### src/rtl/loader_pkg.sv
// loader_pkg: shared state encoding, default sizes and address-limit helper for instr_loader.
package loader_pkg;
    localparam int DEF_DATA_WIDTH    = 32;
    localparam int DEF_ADDRESS_WIDTH = 12;
    localparam int DEF_FIFO_DEPTH    = 4;

    typedef enum logic [1:0] {IDLE, LOAD, DRAIN, DONE} state_t;

    function automatic logic [31:0] last_addr(input int aw);
        return (32'd1 << aw) - 32'd1;
    endfunction
endpackage

### src/rtl/instr_fifo.sv
// instr_fifo: synchronous FIFO with registered occupancy and combinational head output.
module instr_fifo #(
    parameter int WIDTH = 33,
    parameter int DEPTH = 4
) (
    input  logic             clk,
    input  logic             reset,
    input  logic             push,
    input  logic             pop,
    input  logic [WIDTH-1:0] din,
    output logic [WIDTH-1:0] dout,
    output logic             full,
    output logic             empty
);
    localparam int PW = $clog2(DEPTH);

    logic [WIDTH-1:0] mem [DEPTH];
    logic [PW-1:0]    wp, rp;
    logic [PW:0]      cnt;

    always_ff @(posedge clk or negedge reset) begin
        if (!reset) begin
            wp  <= '0;
            rp  <= '0;
            cnt <= '0;
        end else begin
            if (push) wp <= wp + PW'(1);
            if (pop) rp <= rp + PW'(1);
            cnt <= cnt + (PW+1)'(push) - (PW+1)'(pop);
        end
    end

    always_ff @(posedge clk) begin
        if (push) mem[wp] <= din;
    end

    assign dout  = mem[rp];
    assign full  = cnt == (PW+1)'(DEPTH);
    assign empty = cnt == '0;
endmodule

### src/rtl/instr_loader.sv
// instr_loader: streams a program into the processor instruction RAM while holding it in reset.
// Optional INSTR_LOADER_CHECKSUM_EN adds a running XOR of written words on load_checksum.
module instr_loader
    import loader_pkg::*;
#(
    parameter int DATA_WIDTH    = DEF_DATA_WIDTH,
    parameter int ADDRESS_WIDTH = DEF_ADDRESS_WIDTH,
    parameter int FIFO_DEPTH    = DEF_FIFO_DEPTH
) (
    input  logic                     clk,
    input  logic                     reset,
    input  logic                     load_start,
    input  logic [ADDRESS_WIDTH-1:0] load_base_addr,
    input  logic                     s_valid,
    input  logic [DATA_WIDTH-1:0]    s_data,
    input  logic                     s_last,
    output logic                     s_ready,
    output logic [ADDRESS_WIDTH-1:0] ram_init_wadrs,
    output logic [DATA_WIDTH-1:0]    ram_write_instruction,
    output logic                     ram_we,
    output logic                     initialize_instructions,
    output logic                     proc_reset,
    output logic                     load_done,
    output logic [ADDRESS_WIDTH:0]   load_count,
`ifdef INSTR_LOADER_CHECKSUM_EN
    output logic [DATA_WIDTH-1:0]    load_checksum,
`endif
    output logic                     load_overflow
);
    localparam logic [ADDRESS_WIDTH:0] LIMIT = (ADDRESS_WIDTH+1)'(last_addr(ADDRESS_WIDTH));

    state_t                 state, next_state;
    logic [ADDRESS_WIDTH:0] ptr, cnt;
    logic                   loaded, ovf, active, push, pop, exhausted, write, f_full, f_empty;
    logic [DATA_WIDTH:0]    f_dout;
`ifdef INSTR_LOADER_CHECKSUM_EN
    logic [DATA_WIDTH-1:0]  csum;
    assign load_checksum = csum;
`endif

    instr_fifo #(.WIDTH(DATA_WIDTH+1), .DEPTH(FIFO_DEPTH)) u_fifo (
        .clk   (clk),
        .reset (reset),
        .push  (push),
        .pop   (pop),
        .din   ({s_last, s_data}),
        .dout  (f_dout),
        .full  (f_full),
        .empty (f_empty)
    );

    assign active    = state == LOAD || state == DRAIN;
    assign s_ready   = state == LOAD && !f_full;
    assign push      = s_valid && s_ready;
    assign pop       = active && !f_empty;
    // ptr carries one extra bit so stepping past the last address is visible without wrapping
    assign exhausted = ptr > LIMIT;
    assign write     = pop && !exhausted;

    always_comb begin
        next_state = state == IDLE  ? (load_start ? LOAD : IDLE) :
                     state == LOAD  ? ((push && s_last) ? DRAIN : LOAD) :
                     state == DRAIN ? ((pop && f_dout[DATA_WIDTH]) ? DONE : DRAIN) : IDLE;
    end

    always_ff @(posedge clk or negedge reset) begin
        if (!reset) begin
            state  <= IDLE;
            ptr    <= '0;
            cnt    <= '0;
            loaded <= 1'b0;
            ovf    <= 1'b0;
`ifdef INSTR_LOADER_CHECKSUM_EN
            csum   <= '0;
`endif
        end else begin
            state <= next_state;
            if (state == DONE) loaded <= 1'b1;
            if (state == IDLE && load_start) begin
                ptr <= {1'b0, load_base_addr};
                cnt <= '0;
                ovf <= 1'b0;
`ifdef INSTR_LOADER_CHECKSUM_EN
                csum <= '0;
`endif
            end else if (pop && exhausted) begin
                ovf <= 1'b1;
            end else if (write) begin
                ptr <= ptr + (ADDRESS_WIDTH+1)'(1);
                cnt <= cnt + (ADDRESS_WIDTH+1)'(1);
`ifdef INSTR_LOADER_CHECKSUM_EN
                csum <= csum ^ f_dout[DATA_WIDTH-1:0];
`endif
            end
        end
    end

    assign ram_we                  = write;
    assign ram_init_wadrs          = ptr[ADDRESS_WIDTH-1:0];
    assign ram_write_instruction   = write ? f_dout[DATA_WIDTH-1:0] : '0;
    assign initialize_instructions = active;
    assign proc_reset              = state != IDLE || !loaded || load_start;
    assign load_done               = state == DONE;
    assign load_count              = cnt;
    assign load_overflow           = ovf;
endmodule
### config.mk
export PLATFORM = sky130hd
export DESIGN_NAME = instr_loader
export DESIGN_NICKNAME = d
export VERILOG_FILES = /design/src/rtl/loader_pkg.sv /design/src/rtl/instr_fifo.sv /design/src/rtl/instr_loader.sv
export SDC_FILE = /design/constraint.sdc
export NUM_CORES = 1
export LEC_CHECK = 0
export BUFFER_PORTS_ARGS = -buffer_cell sky130_fd_sc_hd__buf_2
export CORE_MARGIN = 1
export CORE_UTILIZATION = 61
export DETAILED_ROUTE_END_ITERATION = 16
export PLACE_DENSITY = 0.85
export SKIP_LAST_GASP = 1
export SYNTH_ARGS = -nofsm -noshare
export SYNTH_HDL_FRONTEND = slang
export SYNTH_SLANG_ARGS = --single-unit
### constraint.sdc
create_clock -name clk -period 5.45 [get_ports clk]
set_input_delay 0.545 -clock clk [delete_from_list [all_inputs] [get_ports clk]]
set_output_delay 0.545 -clock clk [all_outputs]
set_load 0.02 [all_outputs]
# Yosys cells after proc, flatten, opt, wreduce, memory -nomap -nowiden

Memory sizes are Yosys's and may differ from the RTL's.
Index checks and enable logic that the tools add are counted.

Memories: 1
Memory bits (writable): 132
Output and inout bits: 63
Bits in registers: 37
Input bits: 49

Mux-type cells: 17
Order comparisons: 1
Reduce and logical (&&, ||, !) cells: 21
Eq/ne operators: 5
Add/sub/neg operators: 6

Memory list:

| name       | words | bits a word | rd ports | clocked after memory_dff | write ports | line             | source |
|---|---|---|---|---|---|---|---|
| u_fifo.mem | 4     | 33          | 1        | 0                        | 1           | instr_fifo.sv:17 | `logic [WIDTH-1:0] mem [DEPTH];` |

Operator list:

| kind                  | number |
|---|---|
| $mux 13               | 6 |
| $mux 32               | 1 |
| $add 13x1->13 const B | 2 |
| $gt 13x12->1 const B  | 1 |
| $logic_and 1x1->1     | 8 |
| $mux 2                | 4 |
| $mux 1                | 6 |
| $reduce_bool 2->1     | 3 |
| $add 2x1->2 const B   | 2 |
| $eq 2x2->1 const B    | 2 |
| $logic_not 1->1       | 4 |
| $add 3x1->3           | 1 |
| $eq 3x3->1 const B    | 1 |
| $logic_not 3->1       | 1 |
| $logic_or 1x1->1      | 3 |
| $sub 3x1->3           | 1 |
| $eq 2x1->1 const B    | 1 |
| $logic_not 2->1       | 1 |
| $ne 2x2->1 const B    | 1 |
| $reduce_and 2->1      | 1 |

# Longest topological paths before layout

Word-level depth: 8
Gate-level depth with buffers: 12
Mapped depth without buffers: 11

# Cells and area by module

From an unflattened synthesis, not the netlist that was laid out.

Cells, all modules: 448
Area, all modules: 7307.0 sq um

By module, submodules not included:

| module       | instances | area an instance (sq um) | sequential area each (sq um) | cells an instance |
|---|---|---|---|---|
| instr_fifo   | 1         | 5202.5                   | 4139.0                       | 207 |
| instr_loader | 1         | 2104.5                   | 750.7                        | 241 |

# Worst setup path after synthesis

OpenSTA, ideal clock, no wires.

Path kind: flip-flop to flip-flop
Start point: reg state[0]
End point: reg u_fifo.cnt[2]
Stages on the path, launching flop included: 13
Setup time: 129 ps
Path slack: 3016 ps
Period minus slack after synthesis: 2434 ps
Arrival time: 2305 ps
Cells stage by stage: dfrtp_1 -> inv_1 -> ha_1 -> o31ai_4 -> inv_2 -> buf_6 -> ha_1 -> inv_1 -> ha_1 -> inv_1 -> fa_1 -> xnor2_1 -> xnor2_1

RTL lines:

| what                                     | line               | source |
|---|---|---|
| from (decl)                              | instr_loader.sv:32 | `state_t state, next_state;` |
| from (signal assigned)                   | instr_loader.sv:77 | `state <= next_state;` |
| $eq 2x1->1 or $eq 2x2->1 (tied branches) | instr_loader.sv:52 | `assign active = state == LOAD \|\| state == DRAIN;` |
| $logic_or 1x1->1 *                       | instr_loader.sv:52 |  |
| named net initialize_instructions        | instr_loader.sv:21 | `output logic initialize_instructions,` |
| $logic_and 1x1->1 *                      | instr_loader.sv:55 | `assign pop = active && !f_empty;` |
| named net pop                            | instr_loader.sv:34 | `logic loaded, ovf, active, push, pop, exhausted, write, f_full, f_empty;` |
| $sub 3x1->3 *                            | instr_fifo.sv:29   | `cnt <= cnt + (PW+1)'(push) - (PW+1)'(pop);` |
| to (signal assigned)                     | instr_fifo.sv:29   |  |
| to (decl)                                | instr_fifo.sv:19   | `logic [PW:0] cnt;` |

Mark *: on every way through the listed nets, which the timed path passes. The rest lies on a longest branch.
A chain may end at the register's enable or synchronous reset.

# Final worst setup path

Start point: reg u_fifo.rp[0]
End point: out ram_write_instruction[19]

Longest elaborated chain between the ends: 2

Ends and longest elaborated chain:

| what                   | line                | source |
|---|---|---|
| from (decl)            | instr_fifo.sv:18    | `logic [PW-1:0] wp, rp;` |
| from (signal assigned) | instr_fifo.sv:28    | `if (pop) rp <= rp + PW'(1);` |
| $mem_v2 4x33           | n/a                 |  |
| $mux 32                | instr_loader.sv:100 | `assign ram_write_instruction = write ? f_dout[DATA_WIDTH-1:0] : '0;` |
| to (decl)              | instr_loader.sv:19  | `output logic [DATA_WIDTH-1:0] ram_write_instruction,` |

No other way between the ends.

==> metrics <==
main combinational cell family by area after synthesis=multiplexers; worst skew pair latency=0.42 ns; setup TNS=0 ns; clock slew at reported path FFs=0.06 ns; Horiz. Die Dim=111 um; CTS H-Tree Depth=4; TritonCTS clock tree=yes; post-synth top area cell=edfxtp_1; Max Cap Violations=0; Peak VDD IR=0.415 mV; top-area cell type share of the netlist area=54.8%; ys flop type=edfxtp_1; Num CTS Buffers=17; sw power=1.63 mW; hold buffers post-CTS=0; fin. max-slew vios=0; die area=12300 sq um; die height=111 um; Worst Path Arrival=2.57 ns; WHS=0.236 ns; initial DRC count=385; hold crit path type=in2async; CP Max Fanout=18; crit end category=output port; R2R Path End=u_fifo.cnt[2]; Synth cell types=42; Worst slew margin=38.1%; GRT Resource Usage Total=24.6%; Nets=610; Tot Pwr=4.62 mW; top cells by area, synth=edfxtp_1 55%, dfrtp_1 13%, mux4_2 10%; final WL=14.4 mm; outcome=complete, no violations; largest net degree at the start of global routing=38; Pre-antenna DRT Iters=5; CP Launch Type=register; Std-Cell Rows=39; wire per inst=20.5 um; clk root buf=clkbuf_16; mux cell area share after synthesis=10.4%; post_cts resized=0; n_diodes=0; Syn Area/Cell=16.0 sq um; vias in the first global route=4406; reg2reg start=state[0]; Pint=2.99 mW; Crit Path Category=reg2out; DR vias/cell=6.29; Comb power frac=34.7%; mapped cell area=7240 sq um; Core ar.=11500 sq um; initial antenna violation count=1; Worst-Margin Slew=0.928 ns; YS warnings=0; Synth Register Bits=169; GR Overflow Total=0; asr flop ratio synth=21.9%; Fin. Hold Viols=0; final core occ=73.0%; Clock power frac=25.6%; Seq/Total Area, Yosys=67.6%; Lkg Pwr=3.26 nW; GP Congestion=0.821; DRT antenna net count=0; io pins=112; Worst Path Required=4.91 ns; Port Buffer Count=111; post-synthesis compound-gate area fraction=4.98%; Fmax=321 MHz; r2r setup slk=2.91 ns; dpl hpwl=8.71 mm; Cells after Synth=451; CTS sink cnt=169; top-count cell post-synth=edfxtp_1; switch share=35.3%; simple-gate portion of the synthesized area=10.1%; global-route wire length before repair=22.7 mm; EDFF count, synth=132; Syn-to-layout area delta=15.7%; Via Count=4421; Tmin final=3.12 ns; Clock Tree Buf Depth=2; period utilisation layout=57.2%; Layout Skew=0.00798 ns; Initial Util=63.1%; Synth Area in XOR/XNOR=0.968%; power density over the cells=552 nW/um^2; Mapped Nets=513; RSZ-0062 raised after global routing=no; worst reg2reg path depth=11; layout cells sized above 1=33.6%; top cells by count, synth=132 x edfxtp_1, 37 x dfrtp_1, 35 x and3_1; setup bufs post-CTS=0; Seq pwr share=39.7%; DRC=0; adder-cell share of the synthesized area=2.35%; Finish-stage setup viols=0
==> layout make-up <==
cell class | instances | area, sq um
inverter | 14 | 52.6
fill | 675 | 3090
timing repair buffer | 114 | 578
sequential | 169 | 4890
clock inverter | 12 | 150
tap | 143 | 179
clock buffer | 19 | 433
multi-input combinational | 232 | 2090
==> metal layers <==
| layer | share of wire, % | global-route usage [%] |
|---|---|---|
| met4 | 1.8 | 7.73 |
| met1 | 40 | 32.2 |
| met2 | 50 | 40.2 |
| met3 | 7.5 | 7.27 |
| met5 | 0 | 0 |
==> critical path, stage by stage (launching register included) <==
cell and delay (ns):
dfrtp_2 0.75, buf_4 0.45, mux4_2 0.58, and3_1 0.21, buf_2 0.16
==> power groups by stage <==
stage               combinational [mW]  sequential [mW]  clock (mW)
CTS                               1.62             1.84        1.20
floorplan                         1.29             1.73           0
global route                      1.73             1.87        1.25
global placement                  1.56             1.84           0
finish                            1.61             1.83        1.18
detailed placement                1.60             1.86           0
==> cell usage in the layout, fill, tap and decap left out, drive strengths merged, types with 2 or more instances in the layout <==
cell / n
a21oi: 16
a31oi: 9
and2: 10
and3: 35
and4: 7
buf: 114
bufinv: 3
clkbuf: 19
clkinv: 5
clkinvlp: 2
dfrtp: 37
edfxtp: 132
ha: 12
inv: 16
mux4: 33
nand2: 16
nand3: 9
nand4: 9
nor2: 11
nor4: 2
o21ai: 12
o31ai: 13
or3: 4
or4: 13
xnor2: 8
==> registers in the layout (all words and copies together) (netlist names), named ones only <==
register	flops
u_fifo.rp	2
loaded	1
load_overflow	1
ptr	13
u_fifo.wp	2
state	1
load_count	13
u_fifo.cnt	3
u_fifo.mem	132
==> logic make-up after synthesis <==
family / Yosys count
buffers and inverters: 50
AND/OR/NAND/NOR: 121
adder cells (fa/ha/maj): 13
flip-flops: 169
multiplexers: 34
XOR/XNOR: 8
AO/OA/AOI/OAI: 56
==> how the worst max path moves through the flow <==
stage / from / endpoint / slack (ns) / cells past startpoint
floorplan: state[0] / u_fifo.cnt[2] / 3.02 / 12
global placement: u_fifo.rp[0] / ram_write_instruction[25] / 2.76 / 4
detailed placement: u_fifo.rp[0] / ram_write_instruction[26] / 2.71 / 4
CTS: u_fifo.rp[0] / ram_write_instruction[26] / 2.26 / 4
global route: u_fifo.rp[0] / ram_write_instruction[19] / 2.17 / 4
finish: u_fifo.rp[0] / ram_write_instruction[19] / 2.33 / 4
==> per-stage QoR <==
stage               std cells  worst slack (ns)  cell area, sq um
floorplan                 451              3.02              7240
global placement          672              2.76              7790
detailed placement        672              2.71              7790
CTS                       703              2.26              8370
global route              703              2.17              8370
finish                    703              2.33              8370
(Power assumes the default switching activity.)
